## config.mk

```make
export PLATFORM = sky130hd
export DESIGN_NAME = l1d_miss_handler
export DESIGN_NICKNAME = d
export VERILOG_FILES = /design/src/rtl/l1d_pkg.sv /design/src/rtl/l1d_miss_handler_wb_fifo.sv /design/src/rtl/l1d_miss_handler.sv
export SDC_FILE = /design/constraint.sdc
export NUM_CORES = 1
export LEC_CHECK = 0
export BUFFER_PORTS_ARGS = -buffer_cell sky130_fd_sc_hd__buf_4
export CAP_MARGIN = 40
export CORE_MARGIN = 3
export CORE_UTILIZATION = 30
export CTS_BUF_LIST = sky130_fd_sc_hd__clkbuf_8
export CTS_CLUSTER_DIAMETER = 50
export DETAILED_ROUTE_END_ITERATION = 16
export PLACE_DENSITY = 0.56
export SLEW_MARGIN = 15
export SYNTH_ARGS = -nofsm -noshare
export SYNTH_HDL_FRONTEND = slang
export SYNTH_HIERARCHICAL = 1
export SYNTH_SLANG_ARGS = --single-unit
```

## constraint.sdc

```tcl
create_clock -name clk -period 3.55 [get_ports clk]
set_clock_uncertainty 0.05 [all_clocks]
set_input_delay 0.5325 -clock clk [delete_from_list [all_inputs] [get_ports clk]]
set_output_delay 0.5325 -clock clk [all_outputs]
set_load 0.005 [all_outputs]
```

## src/rtl/l1d_pkg.sv

```systemverilog
// Shared types for the L1D miss handler: widths, FSM encoding and the
// write-back buffer entry layout.
package l1d_pkg;
  localparam int ADDRESS_WIDTH = 32;
  localparam int DATA_WIDTH    = 32;

  typedef enum logic [2:0] {
    IDLE,
    FWD,
    RD_REQ,
    RD_WAIT,
    WR_REQ
  } mh_state_t;

  typedef struct packed {
    logic [ADDRESS_WIDTH-1:0] addr;
    logic [DATA_WIDTH-1:0]    data;
  } wb_entry_t;
endpackage

```

## src/rtl/l1d_miss_handler_wb_fifo.sv

```systemverilog
// Circular write-back buffer with an address search port that returns the
// youngest matching data, counting a same-cycle push as youngest of all.
module wb_fifo
  import l1d_pkg::*;
#(
  parameter int DEPTH = 4
) (
  input  logic                           clk,
  input  logic                           rst_n,
  input  logic                           i_push,
  input  wb_entry_t                      i_push_entry,
  input  logic                           i_pop,
  output wb_entry_t                      o_head,
  output logic [$clog2(DEPTH+1)-1:0]     o_count,
  output logic                           o_full,
  output logic                           o_empty,
  input  logic [ADDRESS_WIDTH-1:0]       i_srch_addr,
  output logic                           o_srch_hit,
  output logic [DATA_WIDTH-1:0]          o_srch_data
);
  localparam int PTR_W = $clog2(DEPTH);
  localparam int CNT_W = $clog2(DEPTH+1);

  wb_entry_t        r_mem [DEPTH];
  logic [PTR_W-1:0] r_head;
  logic [PTR_W-1:0] r_tail;
  logic [CNT_W-1:0] r_count;
  logic             w_push;
  logic             w_pop;
  logic [PTR_W-1:0] w_idx;

  assign o_full  = (r_count == CNT_W'(DEPTH));
  assign o_empty = (r_count == '0);
  assign o_count = r_count;
  assign o_head  = r_mem[r_head];
  // Full blocks a push even when a pop lands in the same cycle.
  assign w_push  = i_push && !o_full;
  assign w_pop   = i_pop && !o_empty;

  always_ff @(posedge clk or negedge rst_n) begin
    if (!rst_n) begin
      r_head  <= '0;
      r_tail  <= '0;
      r_count <= '0;
    end else begin
      if (w_push) r_tail <= r_tail + 1'b1;
      if (w_pop)  r_head <= r_head + 1'b1;
      case ({w_push, w_pop})
        2'b10:   r_count <= r_count + 1'b1;
        2'b01:   r_count <= r_count - 1'b1;
        default: r_count <= r_count;
      endcase
    end
  end

  always_ff @(posedge clk) begin
    if (w_push) r_mem[r_tail] <= i_push_entry;
  end

  // Walk oldest to youngest so the last match seen is the youngest one.
  always_comb begin
    o_srch_hit  = 1'b0;
    o_srch_data = '0;
    w_idx       = '0;
    for (int i = 0; i < DEPTH; i++) begin
      w_idx = r_head + PTR_W'(i);
      if ((CNT_W'(i) < r_count) && (r_mem[w_idx].addr == i_srch_addr)) begin
        o_srch_hit  = 1'b1;
        o_srch_data = r_mem[w_idx].data;
      end
    end
    if (w_push && (i_push_entry.addr == i_srch_addr)) begin
      o_srch_hit  = 1'b1;
      o_srch_data = i_push_entry.data;
    end
  end
endmodule

```

## src/rtl/l1d_miss_handler.sv

```systemverilog
// L1D miss handler: buffers dirty victims, serves read-miss fills (forwarding
// from the buffer on a hit) and arbitrates both onto one memory port.
module l1d_miss_handler
  import l1d_pkg::*;
#(
  parameter int WB_DEPTH = 4
) (
  input  logic                           clk,
  input  logic                           reset_n,
  input  logic                           evict_valid,
  output logic                           evict_ready,
  input  logic [ADDRESS_WIDTH-1:0]       evict_addr,
  input  logic [DATA_WIDTH-1:0]          evict_data,
  input  logic                           fill_req,
  input  logic [ADDRESS_WIDTH-1:0]       fill_addr,
  output logic                           fill_valid,
  output logic [DATA_WIDTH-1:0]          fill_data,
  output logic                           mem_req,
  output logic                           mem_we,
  output logic [ADDRESS_WIDTH-1:0]       mem_addr,
  output logic [DATA_WIDTH-1:0]          mem_wdata,
  input  logic                           mem_gnt,
  input  logic                           mem_rvalid,
  input  logic [DATA_WIDTH-1:0]          mem_rdata,
  output logic [$clog2(WB_DEPTH+1)-1:0]  wb_count,
  output logic                           wb_empty
);
  mh_state_t                r_state;
  mh_state_t                w_state_nxt;
  logic                     r_fill_valid,  w_fill_valid_nxt;
  logic [DATA_WIDTH-1:0]    r_fill_data,   w_fill_data_nxt;
  logic                     r_mem_req,     w_mem_req_nxt;
  logic                     r_mem_we,      w_mem_we_nxt;
  logic [ADDRESS_WIDTH-1:0] r_mem_addr,    w_mem_addr_nxt;
  logic [DATA_WIDTH-1:0]    r_mem_wdata,   w_mem_wdata_nxt;

  wb_entry_t                w_push_entry;
  wb_entry_t                w_head;
  logic                     w_pop;
  logic                     w_full;
  logic                     w_empty;
  logic                     w_hit;
  logic [DATA_WIDTH-1:0]    w_hit_data;

  assign w_push_entry = '{addr: evict_addr, data: evict_data};

  wb_fifo #(.DEPTH(WB_DEPTH)) u_wb_fifo (
    .clk          (clk),
    .rst_n        (reset_n),
    .i_push       (evict_valid),
    .i_push_entry (w_push_entry),
    .i_pop        (w_pop),
    .o_head       (w_head),
    .o_count      (wb_count),
    .o_full       (w_full),
    .o_empty      (w_empty),
    .i_srch_addr  (fill_addr),
    .o_srch_hit   (w_hit),
    .o_srch_data  (w_hit_data)
  );

  assign evict_ready = !w_full;
  assign wb_empty    = w_empty;
  assign fill_valid  = r_fill_valid;
  assign fill_data   = r_fill_data;
  assign mem_req     = r_mem_req;
  assign mem_we      = r_mem_we;
  assign mem_addr    = r_mem_addr;
  assign mem_wdata   = r_mem_wdata;

  always_ff @(posedge clk or negedge reset_n) begin
    if (!reset_n) begin
      r_state      <= IDLE;
      r_fill_valid <= 1'b0;
      r_fill_data  <= '0;
      r_mem_req    <= 1'b0;
      r_mem_we     <= 1'b0;
      r_mem_addr   <= '0;
      r_mem_wdata  <= '0;
    end else begin
      r_state      <= w_state_nxt;
      r_fill_valid <= w_fill_valid_nxt;
      r_fill_data  <= w_fill_data_nxt;
      r_mem_req    <= w_mem_req_nxt;
      r_mem_we     <= w_mem_we_nxt;
      r_mem_addr   <= w_mem_addr_nxt;
      r_mem_wdata  <= w_mem_wdata_nxt;
    end
  end

  always_comb begin
    w_state_nxt      = r_state;
    w_fill_valid_nxt = 1'b0;
    w_fill_data_nxt  = r_fill_data;
    w_mem_req_nxt    = r_mem_req;
    w_mem_we_nxt     = r_mem_we;
    w_mem_addr_nxt   = r_mem_addr;
    w_mem_wdata_nxt  = r_mem_wdata;
    w_pop            = 1'b0;
    case (r_state)
      IDLE: begin
        if (fill_req) begin
          if (w_hit) begin
            w_state_nxt      = FWD;
            w_fill_valid_nxt = 1'b1;
            w_fill_data_nxt  = w_hit_data;
          end else begin
            w_state_nxt    = RD_REQ;
            w_mem_req_nxt  = 1'b1;
            w_mem_we_nxt   = 1'b0;
            w_mem_addr_nxt = fill_addr;
          end
        end else if (!w_empty) begin
          w_state_nxt     = WR_REQ;
          w_mem_req_nxt   = 1'b1;
          w_mem_we_nxt    = 1'b1;
          w_mem_addr_nxt  = w_head.addr;
          w_mem_wdata_nxt = w_head.data;
        end
      end
      // fill_valid is high during FWD; leaving through here keeps the
      // still-asserted fill_req from being taken as a new miss.
      FWD: w_state_nxt = IDLE;
      RD_REQ: begin
        if (mem_gnt) begin
          w_state_nxt   = RD_WAIT;
          w_mem_req_nxt = 1'b0;
        end
      end
      RD_WAIT: begin
        if (mem_rvalid) begin
          w_state_nxt      = FWD;
          w_fill_valid_nxt = 1'b1;
          w_fill_data_nxt  = mem_rdata;
        end
      end
      WR_REQ: begin
        if (mem_gnt) begin
          w_state_nxt   = IDLE;
          w_mem_req_nxt = 1'b0;
          w_pop         = 1'b1;
        end
      end
      default: w_state_nxt = IDLE;
    endcase
  end
endmodule

```

==> impl_metrics.py, run 1 <==
metrics = {
    "run_status": {
        "status": "finished, violations left",
        "violations": "setup timing",
    },
    "yosys": {
        "synth_top_family_by_area": "multiplexers",
        "yosys.area_share.xor_xnor_pct": 5.11,
        "synthCells": 1951,
        "syn-num-nets": 2094,
        "synthArstFlopShare_pct": 29.9,
        "synthesis.area_mm2": 0.0233,
        "avgSynthCellArea_um2": 11.9,
        "ys_seq_elements": 365,
        "synthAdderAreaFrac_pct": 0.483,
        "synth_edf_count": 256,
        "ys_seq_area_share_pct": 44.7,
        "yosysWarnings": 6,
        "yosys.area_share.simple_pct": 9.80,
        "synth_compound_area_share_pct": 11.5,
        "synth-main-ff-cell": "edfxtp_1",
        "ys_types": 83,
        "synth_mux_area_share_pct": 22.2,
    },
    "sta": {
        "holdWs_ns": 0.0515,
        "min_period_ns": 4.07,
        "setup_viol": 68,
        "final_max_slew_viol_count": 0,
        "maxSlewHeadroom_pct": 38.5,
        "rsz0062_at_grt": "yes",
        "fmax_mhz": 246,
        "worst_slew_pin_slew_ns": 0.922,
        "fin_ws_ns": -0.518,
        "min_period_over_period_pct": 115,
        "finalHoldViolCount": 0,
    },
    "finish": {
        "fin_area_mm2": 0.0309,
        "final_common_cell": "buf_4",
        "final_cell_mix": "buf_4 (568), edfxtp_1 (256), mux2i_1 (239), a21oi_1 (130), mux2_2 (122)",
        "multi_input_area_mm2": 0.0120,
        "area_growth_pct": 32.5,
        "nFillCells": 7286,
        "layout-drive-gt1-share_pct": 40.9,
        "finalNetCount": 2643,
        "regArea_mm2": 0.0104,
    },
    "global_routing": {
        "grt_first_pass_wirelength_um": 126000,
        "track_usage_pct": 20.6,
        "grt_max_degree": 76,
        "grt_overflow_total": 0,
        "antenna_found_initial": 5,
        "first_global_vias": 19000,
    },
    "routing": {
        "vias_per_cell": 5.24,
        "drc_errors": 0,
        "drt_iter0_drc": 1262,
        "drtPass1Iterations": 7,
        "wl_um": 86200,
        "wl_per_cell_um": 24.0,
        "num_vias": 18800,
        "detail-route-antenna-nets": 0,
    },
    "floorplan": {
        "num_io_pins": 238,
        "start_util_pct": 30.5,
        "rows": 101,
        "die_y_um": 285,
        "die_w_um": 285,
        "dieArea_mm2": 0.0811,
        "core_mm2": 0.0765,
    },
    "setup_path": {
        "r2r_slack_ns": -0.52,
        "crit_type": "flop to flop",
        "worstPathRequired_ns": 4.06,
        "crit_path_start_kind": "flop",
        "crit_arrival_ns": 4.58,
        "cp_cell_sequence": "buf_8, mux4_2, xnor2_1, nand4_1, or3_4, or4_4, nor3_4, a311o_2, buf_4, bufbuf_16, o221ai_2, mux2_2, mux2_4",
        "crit_fanout": 8,
        "critPathSlowestCell": "dfrtp_4",
        "max_stage_delay_ns": 0.55,
        "cp-end-kind": "flop",
    },
    "cts": {
        "cts_made_buffers": 68,
        "clk_latency_ns": 0.68,
        "h-tree-depth": 3,
        "tritoncts": "built",
        "cts_sinks": 365,
        "cts_buffer_depth": 3,
        "clk_pin_slew_ns": 0.07,
        "root_buffer": "clkbuf_8",
    },
    "place": {
        "place_area_mm2": 0.0281,
        "preCtsSetupSlack_ns": -0.753,
        "hpwl_um": 62600,
        "io_buffers": 237,
        "routabilityCongestion": 0.933,
    },
    "power": {
        "p_per_area_mw_per_mm2": 785,
        "p_leak_nw": 12.1,
        "vdd_ir_drop_max_v": 0.000373,
    },
    "job": {
        "cap_violations": 0,
    },
    "worst_hold_path": {
        "min_path_type": "primary input to flop",
    },
}
## final timing paths
check                                    start                      to  cells after the start
setup / recovery           u_wb_fifo/r_head[1]           fill_data[13]                     13
hold / removal                  evict_data[21]  u_wb_fifo/r_mem[2][21]                      1
setup reg to reg           u_wb_fifo/r_head[1]           fill_data[13]                     13
hold reg to reg                  mem_wdata[22]           mem_wdata[22]                      1
max in group asynchronous              reset_n           mem_wdata[26]                      3
min in group asynchronous              reset_n           fill_data[23]                      2
## where the power goes
| part | leakage, nW | total (mW) | switching [mW] | internal, mW |
|---|---|---|---|---|
| clock | 0.799 | 4.28 | 1.94 | 2.34 |
| sequential | 3.66 | 6.53 | 0.730 | 5.81 |
| combinational | 7.63 | 13.4 | 7.06 | 6.36 |
| total | 12.1 | 24.2 | 9.72 | 14.5 |
## cell usage after synthesis (4+ instances only)
| library cell | n | area [um^2] |
|---|---|---|
| a2111oi_0 | 4 | 35.0 |
| a211oi_1 | 38 | 285 |
| a21oi_1 | 160 | 801 |
| a22oi_1 | 40 | 300 |
| a31oi_1 | 40 | 250 |
| a41oi_1 | 4 | 35.0 |
| and2_1 | 43 | 269 |
| and2_2 | 28 | 210 |
| buf_1 | 7 | 26.3 |
| buf_12 | 6 | 120 |
| buf_2 | 31 | 155 |
| buf_4 | 14 | 105 |
| buf_6 | 20 | 225 |
| buf_8 | 7 | 105 |
| clkbuf_1 | 58 | 218 |
| clkbuf_8 | 29 | 399 |
| dfrtp_1 | 109 | 2730 |
| edfxtp_1 | 256 | 7690 |
| ha_1 | 9 | 113 |
| inv_1 | 13 | 48.8 |
| mux2_1 | 30 | 338 |
| mux2_2 | 146 | 1640 |
| mux2i_1 | 256 | 2560 |
| mux4_1 | 15 | 394 |
| mux4_2 | 6 | 135 |
| nand2_1 | 30 | 113 |
| nand3_1 | 10 | 50.1 |
| nand4_1 | 50 | 313 |
| nor2_1 | 101 | 379 |
| nor2b_1 | 36 | 225 |
| nor3_1 | 76 | 380 |
| nor4_1 | 11 | 68.8 |
| o2111ai_1 | 4 | 35.0 |
| o21ai_0 | 16 | 80.1 |
| o221ai_1 | 4 | 35.0 |
| o221ai_2 | 31 | 465 |
| o22ai_1 | 11 | 68.8 |
| xnor2_1 | 93 | 815 |
| xor2_1 | 43 | 377 |
## critical path: cells and delay by family, from the launching register on
kind	cells	cell delay [ns]
AOI/OAI and AO/OA	2	0.28
xor gates and xnor gates	1	0.15
buffers and inverters	3	0.67
DFF	1	0.55
muxes	3	1.04
and+or+nand+nor	4	1.22
## what timing repair did
| action | in CTS | in global routing |
|---|---|---|
| pin swaps | 14 | 19 |
| hold buffers | 29 | 0 |
| gates cloned | 8 | 6 |
| buffers inserted | 21 | 8 |
| resized for setup | 64 | 77 |
| setup endpoints to repair | 69 | 69 |
| hold endpoints to repair | 152 | 0 |
## stage by stage
step	std cells	utilization, %	setup TNS, ns	power (mW)
4_1_cts	3572	39.7	-28.58	23.8
3_5_place_dp	3398	36.7	-40.45	19.0
5_1_grt	3584	40.4	-33.94	25.5
3_3_place_gp	3395	36.6	-37.20	18.8
6_report	3586	40.4	-28.83	24.2
2_1_floorplan	1951	-	-4.70	13.8
## per-layer routing
layer  vias up  wire length [um]  track usage (%)
li1       8549                 -                -
met1      9434             39300             28.9
met2       651             39200             32.6
met3       135              5400             3.38
met4         4              2370             6.12
met5         -                27                0
## cell families after synthesis
family | Yosys count
AOI/OAI and AO/OA | 380
xor gates and xnor gates | 136
adders and majority gates | 9
buffers and inverters | 189
DFF | 365
muxes | 459
and+or+nand+nor | 413
## layout make-up
cell class              count  share of cell area (%)
multi-input cells        1397                    38.9
well taps                1030                    4.17
clock inverters            45                    1.13
diodes                      3                  0.0243
clock buffers              78                    3.48
inverters                  14                   0.186
flip-flops and latches    365                    33.7
repair buffers            654                    18.4
## flip-flops by register name, indices dropped and copies added, names as in the netlist
signal	flops
mem_addr	32
fill_valid	1
u_wb_fifo/r_mem	256
r_state	3
mem_wdata	32
u_wb_fifo/r_head	2
u_wb_fifo/r_tail	2
mem_we	1
fill_data	32
mem_req	1
u_wb_fifo/o_count	3
No activity file was read; power rests on OpenSTA's default activity.
==> inputs of run 2 (changes only) <==
GPL_TIMING_DRIVEN = 0   (was default)
==> run 2 against run 1 <==
Net effect: the flow still finishes with violations (setup timing); register-to-register slack worse by 0.44 ns; sequential share of layout area up 0.53 points; combinational power up 6%; utilization down 0.64 points; critical path depth up 6; worst hold slack worse by 0.016 ns; setup slack worse by 0.44 ns; non-clock buffer count down 136; routed wire length up 18%; final cell count down 3.4%; largest cell class unchanged.
==> impl_metrics.py, run 2 (same netlist as run 1, synthesis figures left out) <==
metrics = {
    "sta": {
        "fmax_mhz": 222,
        "fin_ws_ns": -0.962,
        "min_period_ns": 4.51,
        "final_max_slew_viol_count": 0,
        "worst_slew_pin_slew_ns": 0.999,
        "holdWs_ns": 0.0354,
        "rsz0062_at_grt": "yes",
        "finalHoldViolCount": 0,
        "min_period_over_period_pct": 127,
        "setup_viol": 69,
        "maxSlewHeadroom_pct": 31.5,
    },
    "setup_path": {
        "startpoint": "u_wb_fifo/r_head[1]",
        "crit_arrival_ns": 5.01,
        "crit_type": "flop to flop",
        "crit_path_start_kind": "flop",
        "r2r-start": "u_wb_fifo/r_head[1]",
        "crit_fanout": 7,
        "cp-end-kind": "flop",
        "worstPathRequired_ns": 4.05,
    },
    "place": {
        "io_buffers": 236,
        "place_area_mm2": 0.0266,
        "hpwl_um": 73500,
        "routabilityCongestion": 0.965,
    },
    "finish": {
        "regMostFlops": "u_wb_fifo/r_mem",
        "largest_reg_flops": 256,
        "layout-drive-gt1-share_pct": 36.5,
        "finalNetCount": 2513,
        "final_common_cell": "buf_4",
        "fin_area_mm2": 0.0304,
        "area_growth_pct": 30.4,
        "final_cell_mix": "buf_4 (289), edfxtp_1 (256), mux2i_1 (215), a21oi_1 (138), mux2_2 (114)",
        "nFillCells": 7321,
    },
    "cts": {
        "cts_made_buffers": 74,
        "h-tree-depth": 3,
        "tritoncts": "built",
        "root_buffer": "clkbuf_8",
        "cts_buffer_depth": 3,
        "cts_sinks": 365,
        "clk_pin_slew_ns": 0.06,
        "clk_latency_ns": 0.68,
    },
    "global_routing": {
        "antenna_found_initial": 7,
        "track_usage_pct": 24.3,
        "grt_overflow_total": 0,
        "grt_first_pass_wirelength_um": 144000,
        "grt_max_degree": 57,
        "first_global_vias": 19500,
    },
    "power": {
        "p_leak_nw": 11.4,
        "vdd_ir_drop_max_v": 0.000326,
        "p_per_area_mw_per_mm2": 839,
        "fin_total_pwr_mw": 25.5,
    },
    "floorplan": {
        "die_w_um": 285,
        "num_io_pins": 238,
        "start_util_pct": 30.5,
        "core_mm2": 0.0765,
        "die_y_um": 285,
        "dieArea_mm2": 0.0811,
        "rows": 101,
    },
    "worst_hold_path": {
        "min_path_type": "primary input to flop",
        "hp-start": "evict_addr[0]",
    },
    "job": {
        "cap_violations": 0,
    },
    "run_status": {
        "status": "finished, violations left",
        "violations": "setup timing",
    },
    "routing": {
        "vias_per_cell": 5.54,
        "detail-route-antenna-nets": 0,
        "wl_per_cell_um": 29.4,
        "drt_iter0_drc": 1870,
        "wl_um": 102000,
        "num_vias": 19200,
        "drtPass1Iterations": 7,
        "drc_errors": 0,
    },
}
-- run 2: changes by cell type in the layout (fill, tap and decap cells not counted), moves of 21 or more --
cell / delta
buf_2: +21
mux2i_1: -24
clkbuf_8: +24
buf_6: +25
buf_4: -279
clkbuf_1: +46
-- run 2: what timing repair did --
action	4_1_cts	5_1_grt
resized for setup	152	116
hold buffers	36	0
hold endpoints to repair	178	0
cloned	5	1
buffers inserted	46	12
setup endpoints to repair	97	89
pin swaps	27	29
-- run 2: final cells by class --
type | count | area [um^2] | share of cell area, %
clock inverter | 61 | 542 | 1.78
inverter | 14 | 52.6 | 0.173
buffer | 173 | 1590 | 5.24
clock buffer | 77 | 1060 | 3.49
multi-input combinational | 1397 | 12400 | 40.8
timing repair buffer | 345 | 3030 | 9.97
tap | 1030 | 1290 | 4.24
antenna | 2 | 5.00 | 0.0165
sequential | 365 | 10400 | 34.3
-- run 2: routing by layer --
metal | part of all wire [%] | wire length, um | vias up | track usage [%]
met4 | 2.7 | 2760 | 4 | 7.46
li1 | - | - | 8276 | -
met2 | 46 | 46600 | 905 | 38.1
met1 | 43 | 44200 | 9855 | 34.0
met5 | 0.032 | 33 | - | 0
met3 | 8.1 | 8210 | 142 | 4.41
-- run 2: path summary, 6_finish.rpt --
| path | endpoint | cells after the start | slack [ns] |
|---|---|---|---|
| worst max register to register | fill_data[23] | 19 | -0.96 |
| worst max-delay path | fill_data[23] | 19 | -0.96 |
| worst min-delay path | u_wb_fifo/r_mem[1][32] | 1 | 0.04 |
| worst min register to register | mem_wdata[25] | 1 | 0.44 |
| min in group asynchronous | fill_data[26] | 2 | 0.34 |
| max in group asynchronous | fill_valid | 3 | 2.40 |
-- run 2: per-stage QoR --
| stage | setup slack [ns] | setup TNS, ns | utilization, % | cells |
|---|---|---|---|---|
| global route | -1.01 | -59.97 | 39.7 | 3463 |
| detailed placement | -2.29 | -138.16 | 34.7 | 3228 |
| floorplan | -0.161 | -4.70 | - | 1951 |
| finish | -0.962 | -56.04 | 39.8 | 3464 |
| CTS | -1.01 | -59.40 | 38.9 | 3451 |
| global placement | -2.36 | -606.04 | 34.5 | 3217 |
-- run 2: critical path, stage by stage, from the launching register on --
cell and delay (ns):
dfrtp_1 0.34, buf_6 0.12, buf_12 0.13, buf_16 0.15
buf_16 0.18, buf_16 0.18, mux2i_4 0.27, mux2i_1 0.14
xnor2_2 0.27, nand4_1 0.33, a2111oi_4 0.42, and4_4 0.35
clkbuf_16 0.15, a41oi_4 0.03, nand2b_4 0.14, nand4bb_4 0.14
a21oi_4 0.18, buf_12 0.20, buf_16 0.17, mux2_4 0.30
-- run 2: where the power goes --
part / leakage, nW / switching (mW) / internal [mW]
Clock: 0.872 / 2.04 / 2.71
Sequential: 3.66 / 0.718 / 5.81
Combinational: 6.88 / 8.32 / 5.92
Total: 11.4 / 11.1 / 14.4
